## config.mk

```make
export PLATFORM = sky130hd
export DESIGN_NAME = fdivsqrt_srt2_iter
export DESIGN_NICKNAME = d
export VERILOG_FILES = /design/src/rtl/fdivsqrt_srt2_iter.sv
export SDC_FILE = /design/constraint.sdc
export NUM_CORES = 1
export LEC_CHECK = 0
export BUFFER_PORTS_ARGS = -buffer_cell sky130_fd_sc_hd__buf_2
export CORE_MARGIN = 5
export CORE_UTILIZATION = 35
export CTS_CLUSTER_DIAMETER = 40
export CTS_CLUSTER_SIZE = 24
export DETAILED_ROUTE_END_ITERATION = 10
export SYNTH_ARGS = -nofsm -noshare
export SYNTH_HDL_FRONTEND = slang
export SYNTH_SLANG_ARGS = --single-unit
export TNS_END_PERCENT = 30
```

## constraint.sdc

```tcl
create_clock -name clk -period 5.6 [get_ports clk]
set_input_delay 0.84 -clock clk [delete_from_list [all_inputs] [get_ports clk]]
set_output_delay 0.84 -clock clk [all_outputs]
set_load 0.005 [all_outputs]
```

## src/rtl/fdivsqrt_srt2_iter.sv

```systemverilog
// Radix-2 SRT divide iteration engine: carry-save residual, on-the-fly quotient
// conversion, DIVCOPIES digit selectors chained per clock.
module fdivsqrt_srt2_step #(
  parameter int W = 27,
  parameter int K = 26
) (
  input  logic [W-2:0] ws,
  input  logic [W-2:0] wc,
  input  logic [W-1:0] d,
  input  logic [K-2:0] qr,
  input  logic [K-2:0] qmr,
  output logic [W-1:0] ws_n,
  output logic [W-1:0] wc_n,
  output logic [K-1:0] qr_n,
  output logic [K-1:0] qmr_n
);
  logic [W-1:0] ws2, wc2, add;
  logic [W-2:0] maj;
  logic [3:0]   t;
  logic         zero, pos, neg;

  // Incoming MSB is dropped: 2W always fits the residual format.
  assign ws2  = {ws, 1'b0};
  assign wc2  = {wc, 1'b0};
  assign t    = ws2[W-1:W-4] + wc2[W-1:W-4];
  assign zero = (t == 4'hf) | ((t == 4'h0) & ~ws2[W-5] & ~wc2[W-5]);
  assign pos  = ~zero & ~t[3];
  assign neg  = ~zero & t[3];

  assign add  = pos ? ~d : (neg ? d : '0);
  assign maj  = (ws2[W-2:0] & wc2[W-2:0]) | (ws2[W-2:0] & add[W-2:0]) |
                (wc2[W-2:0] & add[W-2:0]);
  assign ws_n = ws2 ^ wc2 ^ add;
  assign wc_n = {maj, pos};

  always_comb begin
    qr_n  = {qr, 1'b0};
    qmr_n = {qmr, 1'b1};
    if (pos) begin
      qr_n  = {qr, 1'b1};
      qmr_n = {qr, 1'b0};
    end else if (neg) begin
      qr_n  = {qmr, 1'b1};
      qmr_n = {qmr, 1'b0};
    end
  end
endmodule

module fdivsqrt_srt2_iter #(
  parameter int N         = 24,
  parameter int DIVCOPIES = 1,
  parameter int ITER      = (N + 2 + DIVCOPIES - 1) / DIVCOPIES
) (
  input  logic         clk,
  input  logic         reset_n,
  input  logic         start,
  input  logic         abort,
  input  logic [N-1:0] X,
  input  logic [N-1:0] D,
  output logic         busy,
  output logic         done,
  output logic [N+1:0] Q,
  output logic         sticky
);
  localparam int W  = N + 3;
  localparam int K  = ITER * DIVCOPIES;
  localparam int CW = $clog2(ITER + 1);

  typedef enum logic [1:0] {IDLE, ITERATE, DONE} state_t;

  state_t                      state;
  logic [W-1:0]                ws, wc, dreg, wsum;
  logic [K-1:0]                qr, qmr, qsel;
  logic [CW-1:0]               cnt;
  logic [DIVCOPIES:0][W-1:0]   ws_c, wc_c;
  logic [DIVCOPIES:0][K-1:0]   qr_c, qmr_c;

  assign ws_c[0]  = ws;
  assign wc_c[0]  = wc;
  assign qr_c[0]  = qr;
  assign qmr_c[0] = qmr;

  for (genvar i = 0; i < DIVCOPIES; i++) begin : g_step
    fdivsqrt_srt2_step #(.W(W), .K(K)) u_step (
      .ws   (ws_c[i][W-2:0]),
      .wc   (wc_c[i][W-2:0]),
      .d    (dreg),
      .qr   (qr_c[i][K-2:0]),
      .qmr  (qmr_c[i][K-2:0]),
      .ws_n (ws_c[i+1]),
      .wc_n (wc_c[i+1]),
      .qr_n (qr_c[i+1]),
      .qmr_n(qmr_c[i+1])
    );
  end

  // A negative final residual means the last +1 overshot: take Q-1.
  assign wsum = ws_c[0] + wc_c[0];
  assign qsel = wsum[W-1] ? qmr_c[0] : qr_c[0];

  always_ff @(posedge clk or negedge reset_n) begin
    if (!reset_n) begin
      state  <= IDLE;
      busy   <= 1'b0;
      done   <= 1'b0;
      Q      <= '0;
      sticky <= 1'b0;
      ws     <= '0;
      wc     <= '0;
      qr     <= '0;
      qmr    <= '0;
      dreg   <= '0;
      cnt    <= '0;
    end else begin
      done <= 1'b0;
      if (abort) begin
        state <= IDLE;
        busy  <= 1'b0;
      end else begin
        case (state)
          ITERATE: begin
            ws  <= ws_c[DIVCOPIES];
            wc  <= wc_c[DIVCOPIES];
            qr  <= qr_c[DIVCOPIES];
            qmr <= qmr_c[DIVCOPIES];
            if (cnt == '0) begin
              state <= DONE;
              busy  <= 1'b0;
            end else begin
              cnt <= cnt - CW'(1);
            end
          end
          DONE: begin
            done   <= 1'b1;
            Q      <= qsel[K-1:K-N-2];
            sticky <= |wsum;
            state  <= IDLE;
          end
          default: ;
        endcase
        // X/2 in Q3.N is X's integer pattern zero-extended; D gains one LSB.
        if (start && (state != ITERATE)) begin
          ws    <= {3'b000, X};
          wc    <= '0;
          qr    <= '0;
          qmr   <= '0;
          dreg  <= {2'b00, D, 1'b0};
          cnt   <= CW'(ITER - 1);
          state <= ITERATE;
          busy  <= 1'b1;
        end
      end
    end
  end
endmodule

```

==> flow_metrics.env, run 1 <==
export IMPL_num_vias=6777
export IMPL_io_buffers=80
export IMPL_powerDensity_mw_per_mm2=520
export IMPL_vdd_drop_max_mv=0.197
export IMPL_synth_top_flop_cell="dfrtp_1"
export IMPL_max_freq_mhz=265
export IMPL_first_global_vias=6910
export IMPL_seqCellArea_mm2=0.00413
export IMPL_pwr_share_comb_pct=48.8
export IMPL_worstSkewPairLatency_ns=0.43
export IMPL_grt_max_degree=77
export IMPL_final_max_slew_viol_count=0
export IMPL_multi_input_area_mm2=0.00488
export IMPL_initial_core_util_pct=35.6
export IMPL_ys_warn_count=0
export IMPL_crit_fanout=33
export IMPL_finalSetupViolCount=0
export IMPL_required_ns=5.91
export IMPL_p_int_uw=3180
export IMPL_fin_util_pct=40.4
export IMPL_r2r_start="wc[22]"
export IMPL_synth_edf_count=0
export IMPL_relSlewSlack_pct=47.4
export IMPL_worstSetupEndpointType="register"
export IMPL_min_period_ns=3.77
export IMPL_design_area_mm2=0.0105
export IMPL_io_pins=81
export IMPL_dr_pass1_iters=4
export IMPL_final_layout_size_suffix_gt1_share_pct=17.1
export IMPL_core_mm2=0.0261
export IMPL_switchingPower_uw=2300
export IMPL_cts_tree="done"
export IMPL_syn_avg_cell_area_um2=10.2
export IMPL_p_seq_share_pct=31.1
export IMPL_placed_cell_area_mm2=0.00999
export IMPL_drt_iter0_markers=392
export IMPL_dieHeight_um=173
export IMPL_post_drt_wl_per_cell_um=16.2
export IMPL_reg2reg_slack_ns=1.83
export IMPL_overflow=0
export IMPL_die_w_um=173
export IMPL_areaGrowthSynthToFinish_pct=13.5
export IMPL_period_share_pct=67.4
export IMPL_netlist_area_mm2=0.00929
export IMPL_ys_types=64
export IMPL_die_area_mm2=0.0299
export IMPL_critPathLaunchType="register"
export IMPL_numCtsBuffers=17
export IMPL_gp_congestion=0.844
export IMPL_hold_viol_final=0
export IMPL_wirelength_um=21200
export IMPL_tns_ns=0
export IMPL_timing_rr_end="ws[25]"
export IMPL_ys_ff_latch=165
export IMPL_n_antenna_cell=0
export IMPL_syn_inst=907
export IMPL_grtUsageTotal_pct=14.6
export IMPL_p_sw_share_pct=42.0
export IMPL_criticalPathCategory="register to register"
export IMPL_rsz0062_at_grt="false"
export IMPL_cts_resized=0
export IMPL_skew_ns=0.0134
export IMPL_status="complete, no violations"
export IMPL_rr_worst_depth=10
export IMPL_cts_sinks=165
export IMPL_dp_final_hpwl_um=14300
export IMPL_arrival_ns=4.08
export IMPL_h_tree_depth=4
export IMPL_root_buffer="clkbuf_16"
export IMPL_final_nets=1068
export IMPL_min_delay_path_class="primary input to async pin"
export IMPL_ant_nets=0
export IMPL_seq_area_frac_synth_pct=44.4
export IMPL_post_cts_buffers=0
export IMPL_antenna_found_initial=0
export IMPL_p_total_uw=5480
export IMPL_grt_pass1_wl_um=36400
export IMPL_synthArstFlopShare_pct=100
export IMPL_viasPerCell=5.17
export IMPL_drc_errors=0
export IMPL_ctsLongestPathBuffers=2
export IMPL_core_rowCount=59
export IMPL_cts_hold_buf=0
export IMPL_fill_cells=2589
export IMPL_synth_nets=1013
export IMPL_maxCapViolCount=0
export IMPL_tightest_slew_ns=0.789
export IMPL_p_leak_uw=0.00482
export IMPL_path_clk_slew_ns=0.07
export IMPL_clockPowerShare_pct=20.1
critical path, stage by stage, from the launching register on:
cell and delay [ns]:
dfrtp_1 0.40, ha_1 0.21, inv_1 0.07, fa_1 0.42, xnor2_1 0.17, or4_1 0.57
nand2b_2 0.61, buf_4 0.47, inv_1 0.10, fa_1 0.43, a22o_1 0.21
state kept, by name, summed over array words and instances (netlist names):
register	cells
Q	26
busy	1
cnt	5
done	1
dreg	24
qmr	26
qr	26
state	2
sticky	1
wc	26
ws	27
cell type report:
class	instances	share of cell area, %
inverters	17	0.605
repair buffers	92	4.71
flip-flops and latches	165	39.2
well taps	335	3.97
multi-input cells	669	46.3
clock inverters	11	0.890
clock buffers	21	4.37
layout by cell type, fill, tap and decap left out, types with 3 or more instances in the layout:
cell type   synthesis  final
o211ai_1            3      3
nor3_1              6      6
mux2i_1           104    104
xor2_1              5      5
and3_1              3      3
o21bai_1            3      3
a21o_1              7      7
o21a_1              6      6
nand4_1             8      8
o21ai_0           114    114
mux2_2             26     26
xnor2_1             8      8
a21oi_1            53     52
ha_1               29     29
clkbuf_16           0     17
o22ai_1             3      3
buf_4               0     12
a211oi_1            3      3
nand2b_1            5      4
inv_1              17     17
nand3b_1            3      3
nand3_1             8      8
clkinvlp_4          0      3
nor4_1              4      4
o221ai_1            3      3
dfrtp_1           165    165
nand2_1           126    126
nor2_1             46     44
buf_2               4     79
a22o_1             26     26
clkinv_4            0      3
fa_1               25     25
a31oi_1             4      4
cells in the mapped netlist, types with 8 or more instances:
cell type  number  share of area (%)
a21oi_1        53                2.9
a22o_1         26                2.5
clkbuf_1       47                1.9
dfrtp_1       165                 44
fa_1           25                5.4
ha_1           29                3.9
inv_1          17               0.69
mux2_2         26                3.2
mux2i_1       104                 11
nand2_1       126                5.1
nand3_1         8               0.43
nand4_1         8               0.54
nor2_1         46                1.9
o21ai_0       114                6.1
xnor2_1         8               0.75
routing by layer:
layer  GRT usage, %  vias to the layer above  wire, µm
met5              0                        -         0
met4           3.79                        0       245
met3           3.25                       18       860
met2           21.4                      106      9210
met1           21.9                     3306     10900
li1               -                     3347         -
power by group through the flow:
stage                     Sequential, µW  Combinational [µW]  Clock (µW)
final                               1700                2670        1100
after global routing                1760                3030        1190
after CTS                           1710                2710        1140
after detailed placement            1730                2690           0
after global placement              1730                2650           0
after floorplan                     1650                2160           0
stage by stage:
step                      setup WS, ns  instances  hold slack (ns)
after CTS                         1.80       1310            0.433
after detailed placement          1.81       1278            0.476
after global placement            1.87       1278            0.469
final                             1.83       1310            0.410
after floorplan                   2.37        907            0.449
after global routing              1.57       1310            0.464
cell families (layout without fill, tap and decap cells):
family / Yosys count / count (layout) / share of synthesized area [%]
AOI/OAI and AO/OA: 250 / 250 / 16.8
and+or+nand+nor: 222 / 222 / 10.5
DFF: 165 / 165 / 44.4
muxes: 130 / 130 / 14.4
buffers and inverters: 73 / 141 / 3.43
adders and majority gates: 54 / 54 / 9.29
xor gates and xnor gates: 13 / 13 / 1.23
worst max path at each step:
stage	slack [ns]	startpoint	to
floorplan	2.37	wc[22]	ws[1]
global placement	1.87	wc[22]	ws[25]
detailed placement	1.81	wc[22]	ws[25]
CTS	1.80	wc[22]	ws[25]
global route	1.57	wc[22]	ws[25]
finish	1.83	wc[22]	ws[25]
No activity file was read; power rests on OpenSTA's default activity.
==> run 2: changes to the inputs <==
clock period = 3.96 ns   (was 5.6 ns; I/O delays follow)
==> flow_metrics.env, run 2 (synthesized netlist as in run 1, its figures left out) <==
export IMPL_status="complete, no violations"
export IMPL_areaGrowthSynthToFinish_pct=14.0
export IMPL_grt_pass1_wl_um=36600
export IMPL_gp_congestion=0.830
export IMPL_h_tree_depth=4
export IMPL_skew_ns=0.0140
export IMPL_overflow=0
export IMPL_grtUsageTotal_pct=14.6
export IMPL_post_cts_buffers=0
export IMPL_viasPerCell=5.18
export IMPL_initial_core_util_pct=35.6
export IMPL_drt_iter0_markers=573
export IMPL_layout_common_cells="165 x dfrtp_1, 126 x nand2_1, 114 x o21ai_0"
export IMPL_dr_pass1_iters=5
export IMPL_ant_nets=0
export IMPL_arrival_ns=3.69
export IMPL_cts_resized=0
export IMPL_p_total_uw=7930
export IMPL_required_ns=4.23
export IMPL_tns_ns=0
export IMPL_grt_max_degree=95
export IMPL_cts_hold_buf=0
export IMPL_post_drt_wl_per_cell_um=16.5
export IMPL_root_buffer="clkbuf_16"
export IMPL_worstSkewPairLatency_ns=0.43
export IMPL_tightest_slew_ns=0.911
export IMPL_relSlewSlack_pct=39.3
export IMPL_final_nets=1070
export IMPL_n_antenna_cell=0
export IMPL_first_global_vias=6946
export IMPL_powerDensity_mw_per_mm2=748
export IMPL_die_area_mm2=0.0299
export IMPL_criticalPathCategory="register to register"
export IMPL_num_vias=6795
export IMPL_largest_register="ws"
export IMPL_period_share_pct=86.2
export IMPL_dieHeight_um=173
export IMPL_hold_worst_slack_ns=0.155
export IMPL_min_period_ns=3.41
export IMPL_final_max_slew_viol_count=0
export IMPL_maxCapViolCount=0
export IMPL_ctsLongestPathBuffers=2
export IMPL_final_common_cell="dfrtp_1"
export IMPL_drc_errors=0
export IMPL_numCtsBuffers=17
export IMPL_worstSetupEndpointType="register"
export IMPL_wirelength_um=21700
export IMPL_cts_sinks=165
export IMPL_finalSetupViolCount=0
export IMPL_io_pins=81
export IMPL_io_buffers=80
export IMPL_final_layout_size_suffix_gt1_share_pct=17.3
export IMPL_hold_viol_final=0
export IMPL_crit_fanout=27
export IMPL_largest_reg_flops=27
export IMPL_max_freq_mhz=293
export IMPL_core_rowCount=59
export IMPL_path_clk_slew_ns=0.07
export IMPL_cpPeakStageDelay_ns=0.57
export IMPL_die_w_um=173
export IMPL_rsz0062_at_grt="false"
export IMPL_core_mm2=0.0261
export IMPL_critical_path_cell_chain="ha_1 -> inv_1 -> fa_1 -> xnor2_1 -> or4_1 -> nand2b_2 -> o21ai_0 -> fa_1 -> mux2i_1 -> o21ai_0"
export IMPL_critPathLaunchType="register"
export IMPL_vdd_drop_max_mv=0.452
export IMPL_fin_util_pct=40.5
export IMPL_dp_final_hpwl_um=14700
export IMPL_min_delay_path_class="primary input to async pin"
export IMPL_p_leak_uw=0.00485
export IMPL_antenna_found_initial=0
export IMPL_fill_cells=2586
export IMPL_cts_tree="done"
export IMPL_slowest_stage="or4_1"
## run 2: path summary, 6_finish.rpt
check / start / end / slack [ns] / cells past startpoint
setup / recovery: ws[22] / ws[22] / 0.55 / 10
hold / removal: reset_n / dreg[10] / 0.15 / 1
setup reg to reg: ws[22] / ws[22] / 0.55 / 10
hold reg to reg: ws[25] / ws[25] / 0.51 / 1
max in group asynchronous: reset_n / Q[20] / 2.91 / 2
min in group clk: D[2] / dreg[3] / 0.39 / 2
## run 2: where the power goes
part           internal, µW  leakage, µW  switching, µW
registers              2040      0.00218            376
logic                  1670      0.00240           2240
clock network           893     0.000270            711
## run 2: through the flow
step           instance area, µm²  setup WS (ns)  instances
6_report                    10600          0.546       1312
5_1_grt                     10600          0.329       1312
4_1_cts                     10600          0.532       1312
3_5_place_dp                10000          0.553       1280
3_3_place_gp                10000          0.628       1280
2_1_floorplan                9290          0.729        907
## run 2: cell type report
type	instances	area, µm²	share of cell area [%]
repair buffers	94	537	5.07
clock buffers	20	447	4.22
flip-flops and latches	165	4130	39.0
clock inverters	12	118	1.11
multi-input cells	669	4880	46.1
inverters	17	63.8	0.602
well taps	335	419	3.96
## run 2: critical path: cells and delay by family, from the launching register on
kind            cells  cell delay, ns
compound gates      2            0.29
fa+ha+maj           3            1.09
xor+xnor            1            0.16
mux                 1            0.19
buf+inv             1            0.08
simple gates        2            1.05
flops               1            0.40
## run 2: metal layers
metal,GRT usage [%],vias up,routed length [µm]
met5,0,-,0
met4,3.79,0,218
met3,2.97,13,649
met2,22.1,88,9590
met1,21.6,3337,11200
li1,-,3357,-
==> run 3: changes to the inputs <==
RECOVER_POWER = 100   (was default)
==> flow_metrics.env, run 3 (synthesized netlist as in run 1, its figures left out) <==
export IMPL_status="finished with violations"
export IMPL_violations="capacitance limit, slew limit"
export IMPL_min_delay_path_class="primary input to register"
export IMPL_post_cts_buffers=0
export IMPL_min_from="D[2]"
export IMPL_min_period_ns=3.58
export IMPL_vdd_drop_max_mv=0.454
export IMPL_ant_nets=0
export IMPL_rr_worst_depth=9
export IMPL_antenna_found_initial=0
export IMPL_rsz0062_at_grt="false"
export IMPL_io_buffers=80
export IMPL_reg2reg_slack_ns=0.38
export IMPL_viasPerCell=5.19
export IMPL_initial_core_util_pct=35.6
export IMPL_required_ns=4.25
export IMPL_h_tree_depth=4
export IMPL_clockPowerShare_pct=20.3
export IMPL_final_nets=1070
export IMPL_numCtsBuffers=17
export IMPL_period_share_pct=90.3
export IMPL_p_seq_share_pct=30.4
export IMPL_powerDensity_mw_per_mm2=753
export IMPL_tns_ns=0
export IMPL_grt_max_degree=95
export IMPL_p_int_uw=4600
export IMPL_criticalPathCategory="register to register"
export IMPL_crit_fanout=27
export IMPL_maxCapViolCount=5
export IMPL_gp_congestion=0.830
export IMPL_core_rowCount=59
export IMPL_finalSetupViolCount=0
export IMPL_dp_final_hpwl_um=14700
export IMPL_worstSetupEndpointType="register"
export IMPL_max_freq_mhz=280
export IMPL_hold_viol_final=0
export IMPL_post_drt_wl_per_cell_um=16.6
export IMPL_die_area_mm2=0.0299
export IMPL_io_pins=81
export IMPL_skew_ns=0.0103
export IMPL_core_mm2=0.0261
export IMPL_largest_register="ws"
export IMPL_whs_endpoint="dreg[3]"
export IMPL_critPathLaunch="ws[22]"
export IMPL_arrival_ns=3.87
export IMPL_root_buffer="clkbuf_16"
export IMPL_final_max_slew_viol_count=273
export IMPL_cts_hold_buf=0
export IMPL_dr_pass1_iters=4
export IMPL_relSlewSlack_pct=-107
export IMPL_ctsLongestPathBuffers=2
export IMPL_areaGrowthSynthToFinish_pct=13.4
export IMPL_drt_iter0_markers=559
export IMPL_first_global_vias=6946
export IMPL_cts_tree="done"
export IMPL_cpPeakStageDelay_ns=0.72
export IMPL_final_layout_size_suffix_gt1_share_pct=14.6
export IMPL_num_vias=6804
export IMPL_grt_pass1_wl_um=36600
export IMPL_switchingPower_uw=3330
export IMPL_drc_errors=0
export IMPL_worstSkewPairLatency_ns=0.43
export IMPL_cts_sinks=165
export IMPL_p_leak_uw=0.00475
export IMPL_p_total_uw=7930
export IMPL_wirelength_um=21700
export IMPL_critPathLaunchType="register"
export IMPL_layout_common_cells="165 x dfrtp_1, 126 x nand2_1, 114 x o21ai_0"
export IMPL_timing_rr_end="qmr[15]"
export IMPL_tightest_slew_ns=3.11
export IMPL_dieHeight_um=173
export IMPL_r2r_start="ws[22]"
export IMPL_overflow=0
export IMPL_critical_path_cell_chain="ha_1 -> inv_1 -> fa_1 -> xnor2_1 -> or4_1 -> nand2b_2 -> clkbuf_2 -> mux2i_1 -> o21ai_0"
export IMPL_largest_reg_flops=27
export IMPL_final_common_cell="dfrtp_1"
export IMPL_n_antenna_cell=0
export IMPL_slowest_stage="clkbuf_2"
export IMPL_p_sw_share_pct=42.0
export IMPL_pwr_share_comb_pct=49.3
export IMPL_path_clk_slew_ns=0.07
export IMPL_grtUsageTotal_pct=14.6
export IMPL_cts_resized=0
export IMPL_die_w_um=173
export IMPL_hold_path_depth=2
-- run 3: cell count changes in the layout (fill, tap and decap cells not counted), sizes merged --
cell / previous run / this run
clkbuf: 20 / 45
dlygate4sd2: 0 / 1
buf: 94 / 68
-- run 3: worst max-delay path by stage --
stage / slack [ns] / endpoint
after floorplan: 0.73 / ws[1]
after global routing: 0.17 / qmr[15]
final: 0.38 / qmr[15]
after CTS: 0.53 / ws[22]
after global placement: 0.63 / ws[15]
after detailed placement: 0.55 / ws[22]
-- run 3: layout make-up --
type,count,area [µm²]
fill,2598,15600
multi-input combinational,669,4880
sequential,165,4130
timing repair buffer,94,485
clock buffer,20,447
tap,335,419
clock inverter,12,118
inverter,17,63.8
-- run 3: worst max-delay path, delay by kind of cell, from the launching register on --
family | cells | cell delay, ns
xor gates and xnor gates | 1 | 0.16
adders and majority gates | 2 | 0.64
AOI/OAI and AO/OA | 1 | 0.10
and+or+nand+nor | 2 | 1.04
DFF | 1 | 0.40
buffers and inverters | 2 | 0.80
muxes | 1 | 0.27
-- run 3: layer usage --
layer  share of wire, %  global-route usage (%)  wire, µm  vias to the layer above
li1                   -                       -         -                     3354
met1                 52                    21.6     11300                     3332
met2                 44                    22.1      9450                      102
met3                3.4                    2.97       743                       16
met4                1.1                    3.79       235                        0
met5                  0                       0         0                        -
-- run 3: through the flow --
stage	setup slack, ns	area (µm²)	hold WS, ns	util (%)	std cells
floorplan	0.729	9290	0.298	-	907
global placement	0.628	10000	0.466	38.4	1280
detailed placement	0.553	10000	0.469	38.4	1280
CTS	0.532	10600	0.175	40.5	1312
global route	0.172	10500	0.375	40.3	1312
finish	0.382	10500	0.391	40.3	1312
-- run 3: power by group through the flow --
stage               clock network [µW]  logic (µW)  registers, µW
detailed placement                   0        3900           2440
CTS                               1650        3930           2420
finish                            1610        3910           2410
floorplan                            0        3050           2340
global placement                     0        3850           2430
global route                      1720        4370           2480
